$ cat config.mk
export PLATFORM = sky130hd
export DESIGN_NAME = serial_subtractor
export DESIGN_NICKNAME = d
export VERILOG_FILES = /design/src/rtl/serial_subtractor.sv
export SDC_FILE = /design/constraint.sdc
export NUM_CORES = 1
export LEC_CHECK = 0
export CAP_MARGIN = 20
export CORE_UTILIZATION = 60
export DETAILED_ROUTE_END_ITERATION = 16
export DONT_BUFFER_PORTS = 1
export HOLD_SLACK_MARGIN = 0.15
export PLACE_DENSITY = 0.76
export SKIP_LAST_GASP = 1
export SYNTH_ARGS = -nofsm -noshare
export SYNTH_HDL_FRONTEND = slang
export SYNTH_SLANG_ARGS = --single-unit
$ cat constraint.sdc
create_clock -name clk -period 1.69 [get_ports clk]
set_input_delay 0.2535 -clock clk [delete_from_list [all_inputs] [get_ports clk]]
set_output_delay 0.2535 -clock clk [all_outputs]
set_load 0.03 [all_outputs]
$ cat src/rtl/serial_subtractor.sv
// Bit-serial unsigned subtractor: Diff = A - B, one bit per clock, LSB first.
// Define SERIAL_SUB_OVF_EN to add the registered signed-overflow output Ovf.
module serial_subtractor #(
    parameter int WIDTH = 8
) (
    input  logic             clk,
    input  logic             rst_n,
    input  logic             start,
    input  logic [WIDTH-1:0] A,
    input  logic [WIDTH-1:0] B,
    output logic [WIDTH-1:0] Diff,
    output logic             Bout,
    output logic             busy,
    output logic             done
`ifdef SERIAL_SUB_OVF_EN
    ,
    output logic             Ovf
`endif
);

    localparam int CW = $clog2(WIDTH) + 1;
    localparam logic [CW-1:0] LAST = CW'(WIDTH - 1);

    typedef enum logic [1:0] {IDLE, SHIFT, DONE} state_t;

    state_t           state_q, state_d;
    logic [WIDTH-1:0] a_sh_q, a_sh_d;
    logic [WIDTH-1:0] b_sh_q, b_sh_d;
    logic [WIDTH-1:0] res_q, res_d;
    logic [WIDTH-1:0] diff_q, diff_d;
    logic [CW-1:0]    cnt_q, cnt_d;
    logic             br_q, br_d;
    logic             bout_q, bout_d;
    logic             busy_q, busy_d;
    logic             done_q, done_d;

    logic bit_a, bit_b, bit_d, br_nx;

    // Single full-subtractor cell shared by every bit position.
    assign bit_a = a_sh_q[0];
    assign bit_b = b_sh_q[0];
    assign bit_d = bit_a ^ bit_b ^ br_q;
    assign br_nx = (~bit_a & bit_b) | (~(bit_a ^ bit_b) & br_q);

`ifdef SERIAL_SUB_OVF_EN
    logic ovf_q, ovf_d;
`endif

    always_comb begin
        state_d = state_q;
        a_sh_d  = a_sh_q;
        b_sh_d  = b_sh_q;
        res_d   = res_q;
        diff_d  = diff_q;
        cnt_d   = cnt_q;
        br_d    = br_q;
        bout_d  = bout_q;
        busy_d  = busy_q;
        done_d  = 1'b0;
`ifdef SERIAL_SUB_OVF_EN
        ovf_d   = ovf_q;
`endif
        case (state_q)
            IDLE, DONE: begin
                state_d = IDLE;
                if (start) begin
                    a_sh_d  = A;
                    b_sh_d  = B;
                    br_d    = 1'b0;
                    cnt_d   = '0;
                    busy_d  = 1'b1;
                    state_d = SHIFT;
                end
            end
            SHIFT: begin
                res_d  = {bit_d, res_q[WIDTH-1:1]};
                a_sh_d = a_sh_q >> 1;
                b_sh_d = b_sh_q >> 1;
                br_d   = br_nx;
                cnt_d  = cnt_q + 1'b1;
                if (cnt_q == LAST) begin
                    diff_d  = {bit_d, res_q[WIDTH-1:1]};
                    bout_d  = br_nx;
                    busy_d  = 1'b0;
                    done_d  = 1'b1;
                    state_d = DONE;
`ifdef SERIAL_SUB_OVF_EN
                    // Borrow into the MSB differs from borrow out of it.
                    ovf_d   = br_q ^ br_nx;
`endif
                end
            end
            default: state_d = IDLE;
        endcase
    end

    always_ff @(posedge clk) begin
        if (!rst_n) begin
            state_q <= IDLE;
            a_sh_q  <= '0;
            b_sh_q  <= '0;
            res_q   <= '0;
            diff_q  <= '0;
            cnt_q   <= '0;
            br_q    <= 1'b0;
            bout_q  <= 1'b0;
            busy_q  <= 1'b0;
            done_q  <= 1'b0;
`ifdef SERIAL_SUB_OVF_EN
            ovf_q   <= 1'b0;
`endif
        end else begin
            state_q <= state_d;
            a_sh_q  <= a_sh_d;
            b_sh_q  <= b_sh_d;
            res_q   <= res_d;
            diff_q  <= diff_d;
            cnt_q   <= cnt_d;
            br_q    <= br_d;
            bout_q  <= bout_d;
            busy_q  <= busy_d;
            done_q  <= done_d;
`ifdef SERIAL_SUB_OVF_EN
            ovf_q   <= ovf_d;
`endif
        end
    end

    assign Diff = diff_q;
    assign Bout = bout_q;
    assign busy = busy_q;
    assign done = done_q;
`ifdef SERIAL_SUB_OVF_EN
    assign Ovf  = ovf_q;
`endif

endmodule

==> After elaboration in Yosys (flattened, before gate mapping) <==
Cells that the tools add are included.
{ "totals": {"ff_bits": 42, "out_inout_bits": 11} }
{ "op_classes": {"eq_ne": 5, "n_addsub": 1, "n_reduce_logical": 7, "n_bitwise": 7, "n_mux": 15} }
{ "op_table": {"columns": ["operator", "count"], "rows": [
  ["$pmux 8 s2", 2],
  ["$mux 8", 2],
  ["$pmux 4 s2", 1],
  ["$reduce_and 2->1", 3],
  ["$mux 1", 5],
  ["$add 4x1->4 const B", 1],
  ["$eq 4x3->1 const B", 1],
  ["$mux 4", 1],
  ["$ne 2x2->1 const B", 2],
  ["$pmux 1 s2", 2],
  ["$pmux 2 s2", 1],
  ["$reduce_and 3->1", 1],
  ["$and 1x1->1", 2],
  ["$eq 2x1->1 const B", 1],
  ["$eq 2x2->1 const B", 1],
  ["$logic_not 2->1", 1],
  ["$mux 2", 1],
  ["$not 1->1", 2],
  ["$reduce_bool 2->1", 1],
  ["$reduce_or 2->1", 1],
  ["$xor 1x1->1", 2],
  ["$or 1x1->1", 1]
]} }

==> Logic depth before layout (Yosys ltp) <==
{ "depth": {"ltp_word": 5, "depth_mapped": 5, "ltp_nobuf": 5} }

==> Worst setup path after synthesis <==
Ideal clock, no wire load.
{ "synth_path": {"kind": "flip-flop to flip-flop", "from": "reg cnt_q[0]", "to": "reg bout_q, in the netlist Bout", "arrival_time_ns": 1.196, "required_ns": 1.573, "stages_incl_launch_ff": 6, "setup_time_ns": 0.117, "path_slack_ns": 0.377, "n_path_buf": 1, "synth_period_minus_slack_ns": 1.313, "path_cell_list": "dfxtp_1 > ha_1 > nand3b_1 > o21a_1 > buf_2 > a22o_1"} }
{ "synth_between": {"elab_chain_cells": 2} }
{ "synth_lines": {"columns": ["element", "line", "rtl"], "rows": [
  ["start, declared", "31", "logic [CW-1:0] cnt_q, cnt_d;"],
  ["start signal, assigned", "118", "cnt_q <= cnt_d;"],
  ["$eq 4x3->1", "81", "if (cnt_q == LAST) begin"],
  ["$reduce_and 2->1 (no line)", null, null],
  ["end signal, assigned", "120", "bout_q <= bout_d;"],
  ["end, declared", "33", "logic bout_q, bout_d;"]
]} }
No other way between the ends.
A chain may end at the register's enable or synchronous reset.

==> Final worst setup path <==
Same ends and word-level chain as after synthesis.

==> results_dict.tcl <==
set metrics [dict create \
    r2r_end "Bout" \
    coreArea_um2 2480 \
    antenna_found_initial 0 \
    clock_path_buffers 2 \
    grt_use_total_pct 26.9 \
    fin_nets 203 \
    ys.warnings.count 0 \
    cts_sinks 41 \
    rsz0062_at_grt "no" \
    drcViolationCount 0 \
    fin_setup_tns_ps 0 \
    die_y_um 53.2 \
    final_common_cell "dfxtp_1" \
    clk_pin_slew_ps 120 \
    relSlewSlack_pct 72.3 \
    rrSetupSlack_ps 190 \
    min_path_type "in -> reg" \
    initial_core_util_pct 63.6 \
    required_ps 1950 \
    critical_path.max_fanout 10 \
    grt_pass1_wl_mm 5.23 \
    finalMaxSlewViolations 0 \
    io-pin-count 30 \
    setup_viol 0 \
    reg2reg_depth 4 \
    min_to "busy" \
    syn2layout_area_growth_pct 14.5 \
    insertedDiodeCount 0 \
    cts_hold_buf 17 \
    period_share_pct 88.5 \
    routed_via_density 5.96 \
    overflow 0 \
    die_x_um 53.2 \
    skew_ps 8.26 \
    grt_max_degree 30 \
    drtIter0Drc 41 \
    row_count 18 \
    synth_cells 166 \
    gp_congestion 0.810 \
    grt_pass1_vias 1188 \
    ys_seq_area_share_pct 52.1 \
    whs_path_depth 2 \
    worst_pin_slew_ps 414 \
    ctsResizeCount 0 \
    crit_path_start_kind "flip-flop" \
    status "finished clean" \
    dieArea_um2 2830 \
    critical_path_arrival_ps 1760 \
    synth-seq-cells 41 \
    cts_tree "done" \
    crit_path_end_kind "flip-flop" \
    syn_nets 187 \
    hp-start "rst_n" \
    powerDensity_nw_per_um2 945 \
    ir_drop_mv 0.835 \
    hpwlAfterDp_mm 2.03 \
    timing.rr.start "cnt_q[0]" \
    whs_ps 296 \
    critical_path_class "reg -> reg" \
    nFillCells 194 \
    clockRootBuffer "clkbuf_4" \
    post_drt_wl_per_cell_um 15.8 \
    drt_pass1_iterations 4 \
    avgSynthCellArea_um2 9.49 \
    yosysUniqueCellTypes 26 \
    maxCapViolations 0 \
    final_hold_viol_count 0 \
    drive_gt1_share_pct 9.84 \
    htreeDepth 2 \
    period_needed_ps 1500 \
    postCtsSetupRepairBufs 0 \
    detail-route-antenna-nets 0 \
    io_buffers 0 \
    mostFrequentLayoutCells "dfxtp_1, a21oi_1, nand3_1" \
    wl_mm 3.38 \
    clk_latency_ps 360 \
    vias 1270 \
    synth_area_um2 1580 \
    timing.fmax_mhz 669 \
    leakage_nw 0.664 \
    cts_made_buffers 5 \
]
worst max-delay path by stage:
stage / depth (start not counted) / end / slack [ps] / startpoint
final: 4 / Bout / 190 / cnt_q[0]
after global routing: 4 / Diff[0] / 100 / cnt_q[0]
after CTS: 4 / Diff[0] / 200 / cnt_q[0]
after detailed placement: 4 / Diff[5] / 210 / cnt_q[0]
after global placement: 4 / Diff[1] / 320 / cnt_q[0]
after floorplan: 5 / Bout / 380 / cnt_q[0]
Yosys cell counts (all sizes together):
| cell | count | area [um2] |
|---|---|---|
| a211oi | 1 | 12.5 |
| a21oi | 28 | 140 |
| a22o | 9 | 78.8 |
| a22oi | 14 | 105 |
| buf | 13 | 75.1 |
| clkbuf | 1 | 3.75 |
| dfxtp | 41 | 821 |
| fa | 1 | 20.0 |
| ha | 1 | 12.5 |
| inv | 4 | 15.0 |
| mux2 | 1 | 15.0 |
| mux2i | 1 | 10.0 |
| nand2 | 18 | 67.6 |
| nand2b | 4 | 32.5 |
| nand3 | 20 | 100 |
| nand3b | 1 | 7.51 |
| nand4 | 1 | 6.26 |
| nor2 | 1 | 3.75 |
| nor2b | 2 | 12.5 |
| nor3 | 2 | 21.3 |
| o21a | 2 | 15.0 |
cell families (layout without fill, tap and decap cells):
family	count (synthesis)	after routing	synth area share, %
adders and majority gates	2	2	2.07
DFF	41	41	52.1
buffers and inverters	18	35	5.96
muxes	2	2	1.59
AOI/OAI and AO/OA	54	54	22.3
and+or+nand+nor	49	49	16.0
flip-flops by register name, indices dropped and copies added (netlist names):
register / flops
busy: 1
Diff: 8
state_q: 2
cnt_q: 4
br_q: 1
Bout: 1
b_sh_q: 8
done: 1
a_sh_q: 8
res_q: 7
layer usage:
layer	GRT usage [%]	share of wire [%]	vias up
met3	8.33	6.0	9
li1	-	-	622
met4	15.8	2.1	0
met5	0	0	-
met1	31.6	45	603
met2	42.7	47	36
report_power, final:
| part | switching, mW | internal (mW) | total [mW] |
|---|---|---|---|
| Clock | 0.318 | 0.159 | 0.477 |
| Combinational | 0.111 | 0.0854 | 0.196 |
| Sequential | 0.0282 | 1.00 | 1.03 |
through the flow:
stage | cells | util, % | instance area (um2) | worst slack (ps) | power, mW
after floorplan | 166 | - | 1580 | 377 | 1.18
after global placement | 188 | 63.8 | 1580 | 322 | 1.21
after detailed placement | 188 | 63.8 | 1580 | 210 | 1.21
after CTS | 213 | 72.8 | 1800 | 203 | 1.70
after global routing | 213 | 72.8 | 1800 | 100 | 1.77
final | 213 | 72.8 | 1800 | 195 | 1.70
worst max-delay path, cell delays in order (launching register included):
cell      delay [ps]
dfxtp_1          400
ha_1             210
nand3b_1         200
o21a_1           370
a22o_1           230
cell type report:
class / instances / area (um2) / area share (%)
flip-flops and latches: 41 / 821 / 45.5
multi-input cells: 107 / 663 / 36.8
repair buffers: 23 / 215 / 11.9
clock buffers: 6 / 41.3 / 2.29
well taps: 30 / 37.5 / 2.08
inverters: 4 / 15.0 / 0.833
clock inverters: 2 / 10.0 / 0.555
Note: power is estimated with default switching activity, not from simulation.
